[config.mk]
export PLATFORM = sky130hd
export DESIGN_NAME = pipelined_addsub
export DESIGN_NICKNAME = d
export VERILOG_FILES = /design/src/rtl/pipelined_addsub_pkg.sv /design/src/rtl/addsub_slice.sv /design/src/rtl/pipelined_addsub.sv
export SDC_FILE = /design/constraint.sdc
export NUM_CORES = 1
export LEC_CHECK = 0
export BUFFER_PORTS_ARGS = -buffer_cell sky130_fd_sc_hd__buf_2
export CORE_MARGIN = 3
export CORE_UTILIZATION = 62
export DETAILED_ROUTE_END_ITERATION = 6
export PLACE_DENSITY = 0.9
export SLEW_MARGIN = 20
export SYNTH_ARGS = -nofsm -noshare
export SYNTH_HDL_FRONTEND = slang
export SYNTH_SLANG_ARGS = --single-unit
[constraint.sdc]
create_clock -name clk -period 7.59 [get_ports clk]
set_clock_uncertainty 0.15 [all_clocks]
set_input_delay 0 -clock clk [delete_from_list [all_inputs] [get_ports clk]]
set_output_delay 0 -clock clk [all_outputs]
set_load 0.005 [all_outputs]
[src/rtl/pipelined_addsub_pkg.sv]
// Shared configuration helpers for the pipelined add/subtract unit:
// slice width derivation and the legality check for WIDTH/STAGES.
package pipelined_addsub_pkg;

  function automatic int chunk_w(input int width, input int stages);
    return width / stages;
  endfunction

  function automatic bit cfg_ok(input int width, input int stages);
    return (width >= 1) && (stages >= 1) && ((width % stages) == 0);
  endfunction

endpackage

[src/rtl/addsub_slice.sv]
// One carry-chain segment: W-bit add with registered sum and carry-out,
// advancing only when en_i is high.
module addsub_slice #(
  parameter int W = 4
) (
  input  logic         clk,
  input  logic         rst,
  input  logic         en_i,
  input  logic [W-1:0] a_i,
  input  logic [W-1:0] b_i,
  input  logic         c_i,
  output logic [W-1:0] sum_o,
  output logic         cout_o
);

  logic [W:0] add_d;
  logic [W-1:0] sum_q;
  logic cout_q;

  assign add_d = {1'b0, a_i} + {1'b0, b_i} + {{W{1'b0}}, c_i};

  always_ff @(posedge clk or posedge rst) begin
    if (rst) begin
      sum_q  <= '0;
      cout_q <= 1'b0;
    end else if (en_i) begin
      sum_q  <= add_d[W-1:0];
      cout_q <= add_d[W];
    end
  end

  assign sum_o  = sum_q;
  assign cout_o = cout_q;

endmodule

[src/rtl/pipelined_addsub.sv]
// Pipelined WIDTH-bit add/subtract with valid/ready on both sides; the carry
// chain is split into STAGES slices with operand skew and result deskew.
module pipelined_addsub
  import pipelined_addsub_pkg::*;
#(
  parameter int WIDTH  = 16,
  parameter int STAGES = 4
) (
  input  logic             clk,
  input  logic             rst,
  input  logic             in_valid,
  output logic             in_ready,
  input  logic [WIDTH-1:0] in_a,
  input  logic [WIDTH-1:0] in_b,
  input  logic             in_cin,
  input  logic             in_sub,
  output logic             out_valid,
  input  logic             out_ready,
  output logic [WIDTH-1:0] out_sum,
  output logic             out_cout,
  output logic             out_ovf
);

  localparam int CHUNK  = chunk_w(WIDTH, STAGES);
  localparam bit CFG_OK = cfg_ok(WIDTH, STAGES);

  generate
    if (!CFG_OK) begin : g_bad_cfg
      $error("pipelined_addsub: WIDTH must be a positive multiple of STAGES");
    end
  endgenerate

  logic                               adv;
  logic [STAGES:0]                    vld_pipe;
  logic [WIDTH-1:0]                   b_eff;
  logic                               cin_eff;
  // Per stage: full-width operand copies (skew) and lower result slices (deskew)
  logic [STAGES-1:0][WIDTH-1:0]       opa_q, opb_q, res_q, word;
  logic [STAGES-1:0][CHUNK-1:0]       sl_a, sl_b, sl_s;
  logic [STAGES-1:0]                  sl_c, sl_co;

  assign out_valid   = vld_pipe[STAGES];
  assign adv         = !out_valid || out_ready;
  assign in_ready    = adv && !rst;
  assign vld_pipe[0] = in_valid && in_ready;

  assign b_eff   = in_sub ? ~in_b : in_b;
  assign cin_eff = in_sub | in_cin;

  always_comb begin
    sl_a    = '0;
    sl_b    = '0;
    sl_c    = '0;
    word    = res_q;
    sl_a[0] = in_a[0 +: CHUNK];
    sl_b[0] = b_eff[0 +: CHUNK];
    sl_c[0] = cin_eff;
    word[0][0 +: CHUNK] = sl_s[0];
    for (int k = 1; k < STAGES; k++) begin
      sl_a[k] = opa_q[k-1][k*CHUNK +: CHUNK];
      sl_b[k] = opb_q[k-1][k*CHUNK +: CHUNK];
      sl_c[k] = sl_co[k-1];
      word[k][k*CHUNK +: CHUNK] = sl_s[k];
    end
  end

  always_ff @(posedge clk or posedge rst) begin
    if (rst) begin
      vld_pipe[STAGES:1] <= '0;
      opa_q              <= '0;
      opb_q              <= '0;
      res_q              <= '0;
    end else if (adv) begin
      vld_pipe[STAGES:1] <= vld_pipe[STAGES-1:0];
      opa_q[0]           <= in_a;
      opb_q[0]           <= b_eff;
      res_q[0]           <= '0;
      for (int k = 1; k < STAGES; k++) begin
        opa_q[k] <= opa_q[k-1];
        opb_q[k] <= opb_q[k-1];
        res_q[k] <= word[k-1];
      end
    end
  end

  generate
    for (genvar g = 0; g < STAGES; g++) begin : g_slice
      addsub_slice #(.W(CHUNK)) u_slice (
        .clk    (clk),
        .rst    (rst),
        .en_i   (adv),
        .a_i    (sl_a[g]),
        .b_i    (sl_b[g]),
        .c_i    (sl_c[g]),
        .sum_o  (sl_s[g]),
        .cout_o (sl_co[g])
      );
    end
  endgenerate

  // Overflow uses the original A and effective B MSBs that travelled with the beat
  assign out_sum  = word[STAGES-1];
  assign out_cout = sl_co[STAGES-1];
  assign out_ovf  = (opa_q[STAGES-1][WIDTH-1] == opb_q[STAGES-1][WIDTH-1]) &&
                    (out_sum[WIDTH-1] != opa_q[STAGES-1][WIDTH-1]);

endmodule

==> flow_summary.toml <==
[clock_tree]
cts_resized = 0
hold_buffers = 33
cts_buffer_depth = 2
ctsHtreeMaxLevel = 3
cts.sinks = 98
path_clk_slew_ns = 0.09
post_cts.repair.setup_buffers = 0
root_buffer = "clkbuf_8"
cts_tree = "yes"
clk-insertion-delay-late_ns = 0.37
cts_buffers = 9

[power_and_ir_drop]
ir_worst_vdd_mv = 0.160
p_leak_nw = 2.67
p_per_area_nw_per_um2 = 368

[die]
rows = 30
io_pins = 58
die_x_um = 90.3
die_area_sq_um = 8160
initial_core_util_pct = 64.5
core_sq_um = 6830
fp.dieH_um = 90.3

[timing]
max_freq_mhz = 401
period_share_pct = 32.9
hold_viol_final = 0
min_period_ns = 2.50
slew_headroom_pct = 34.0
rsz0062_at_grt = "no"
setup_tns_ns = 0
finalMaxSlewViolations = 0
whs_ns = 0.0587
setup_viol = 0
tightest_slew_ns = 0.990

[logic_synthesis]
synthArstFlopShare_pct = 100
netlist_instances = 478
ys_seq_area_share_pct = 55.6
ys_ff_latch = 98
syn_avg_cell_area_sq_um = 9.22
synth_top_area_cell = "dfrtp_1"
synth_edf_count = 0
ys_top_cells_by_area = "dfrtp_1 (56%), nand2_1 (19%), fa_1 (3.6%)"
synth_commonest_cells = "nand2_1 (225), dfrtp_1 (98), o21ai_0 (25), buf_4 (18), xnor2_1 (14)"
synth-main-ff-cell = "dfrtp_1"
synth_fp_nets = 536
syn_area_sq_um = 4410
ys_types = 23
yosysWarningCount = 0
synth_top_area_share_pct = 55.6
synth.most_common_cell = "nand2_1"

[drt]
initialDrtViolationCount = 365
wirelength_um = 9100
via_count = 3318
ant_nets = 0
avgRoutedWirePerCell_um = 14.1
first_pass_iters = 4
remaining_drc_errors = 0
avgViaCountPerCell = 5.13

[final_layout]
diodes = 0
final_nets = 604
drive_gt1_share_pct = 14.0
area_delta_synth_final_pct = 16.8

[global_routing]
grt-ovfl-total = 0
grt_max_degree = 107
antenna_found_initial = 0
grt_pass1_vias = 3469
grt_first_pass_wirelength_um = 15800
grt.total_usage_pct = 24.3

[worst_setup_path]
end_kind = "flop"
worstPathMaxFanout = 78
worst-setup-path-type = "in2reg"
cp_slowest_cell = "buf_4"
crit_path_frequent_cell = "dlygate4sd3_1"
critPathBufInv = 5
cp_slowest_stage_delay_ns = 0.78
start_kind = "input port"
cp.arrival_ns = 2.65
cp.required_ns = 7.74
crit_path_cell_trace = "dlygate4sd3_1 -> buf_2 -> dlygate4sd3_1 -> inv_4 -> buf_4 -> nand3_1 -> nand2_1"
path_delay_family = "buffers and inverters"

[placement]
hpwl_um = 5110
port_buffers = 57
gp_congestion = 0.804

[min_path]
hp-class = "in2reg"

[status]
status = "finished clean"

[run]
drv_cap = 0
==> layout make-up <==
class                   instances  area (sq um)
clock buffers                  12           145
multi-input cells             333          1700
fillers                       449          1680
flip-flops and latches         98          2450
clock inverters                 4          51.3
well taps                      96           120
inverters                      11          43.8
repair buffers                 93           638
==> cell families (layout without fill, tap and decap cells) <==
logic type | after synthesis | count (layout) | synth area share [%]
and+or+nand+nor | 245 | 245 | 21.3
xor gates and xnor gates | 21 | 21 | 4.17
DFF | 98 | 98 | 55.6
AOI/OAI and AO/OA | 47 | 47 | 5.79
adders and majority gates | 20 | 20 | 7.04
buffers and inverters | 47 | 120 | 6.10
==> final timing paths <==
kind                                            from                   endpoint  slack, ns  cells after the start
min in group asynchronous                        rst                  opa_q[10]       0.59                      4
max in group asynchronous                        rst                  res_q[37]       5.48                      5
min reg2reg                               out_sum[3]                 out_sum[3]       0.31                      2
min                                           in_sub                   opb_q[9]       0.06                      3
max                                              rst                vld_pipe[1]       5.09                      7
max reg2reg                g_slice[1].u_slice.cout_o  g_slice[2].u_slice.cout_o       5.57                      5
==> placed cells by master, fill, tap and decap left out, types with 2 or more instances in the layout <==
cell type	n
xnor2_1	14
a21oi_1	12
o21ai_1	2
nand2_1	225
inv_1	10
fa_1	8
ha_1	12
clkbuf_1	2
a21o_1	5
buf_4	3
xor2_1	7
buf_2	57
dlygate4sd3_1	33
dfrtp_1	98
o21a_1	2
clkbuf_8	10
nor2b_1	3
o21ai_0	25
nor2_1	12
==> stage by stage <==
step | total power, W | utilization [%] | std cells | area (sq um) | worst slack, ns
finish | 0.00189 | 75.3 | 647 | 5150 | 5.09
global route | 0.00205 | 75.3 | 647 | 5150 | 4.80
CTS | 0.00189 | 75.3 | 647 | 5150 | 5.04
detailed placement | 0.00151 | 67.6 | 598 | 4620 | 5.53
global placement | 0.00146 | 67.6 | 598 | 4620 | 5.62
floorplan | 0.00137 | - | 478 | 4410 | 4.86
==> registers in the layout, indices dropped and copies added, names as in the netlist <==
| name | count |
|---|---|
| opb_q | 25 |
| vld_pipe | 3 |
| out_sum | 12 |
| out_valid | 1 |
| res_q | 12 |
| g_slice.u_slice.cout_o | 4 |
| opa_q | 25 |
| g_slice.u_slice.sum_o | 16 |
==> worst register-to-register path, delay by kind of cell, from the launching register on <==
kind / cells / cell delay (ns)
adder cells (fa/ha/maj): 2 / 0.90
AO/OA/AOI/OAI: 3 / 0.43
flip-flops: 1 / 0.41
==> power breakdown <==
part / internal [W] / leakage, nW / switching (W)
Clock: 0.000162 / 0.0966 / 0.000177
Sequential: 0.000749 / 1.18 / 0.000137
Combinational: 0.000282 / 1.40 / 0.000385
Total: 0.00119 / 2.67 / 0.000699
==> layer usage <==
metal | track usage (%) | up-vias | wire length, um | part of all wire [%]
met1 | 29.4 | 1601 | 3560 | 39
li1 | - | 1602 | - | -
met3 | 3.33 | 22 | 466 | 5.1
met4 | 12.4 | 0 | 221 | 2.4
met5 | 0 | - | 0 | 0
met2 | 42.8 | 93 | 4850 | 53
(Power assumes the default switching activity.)
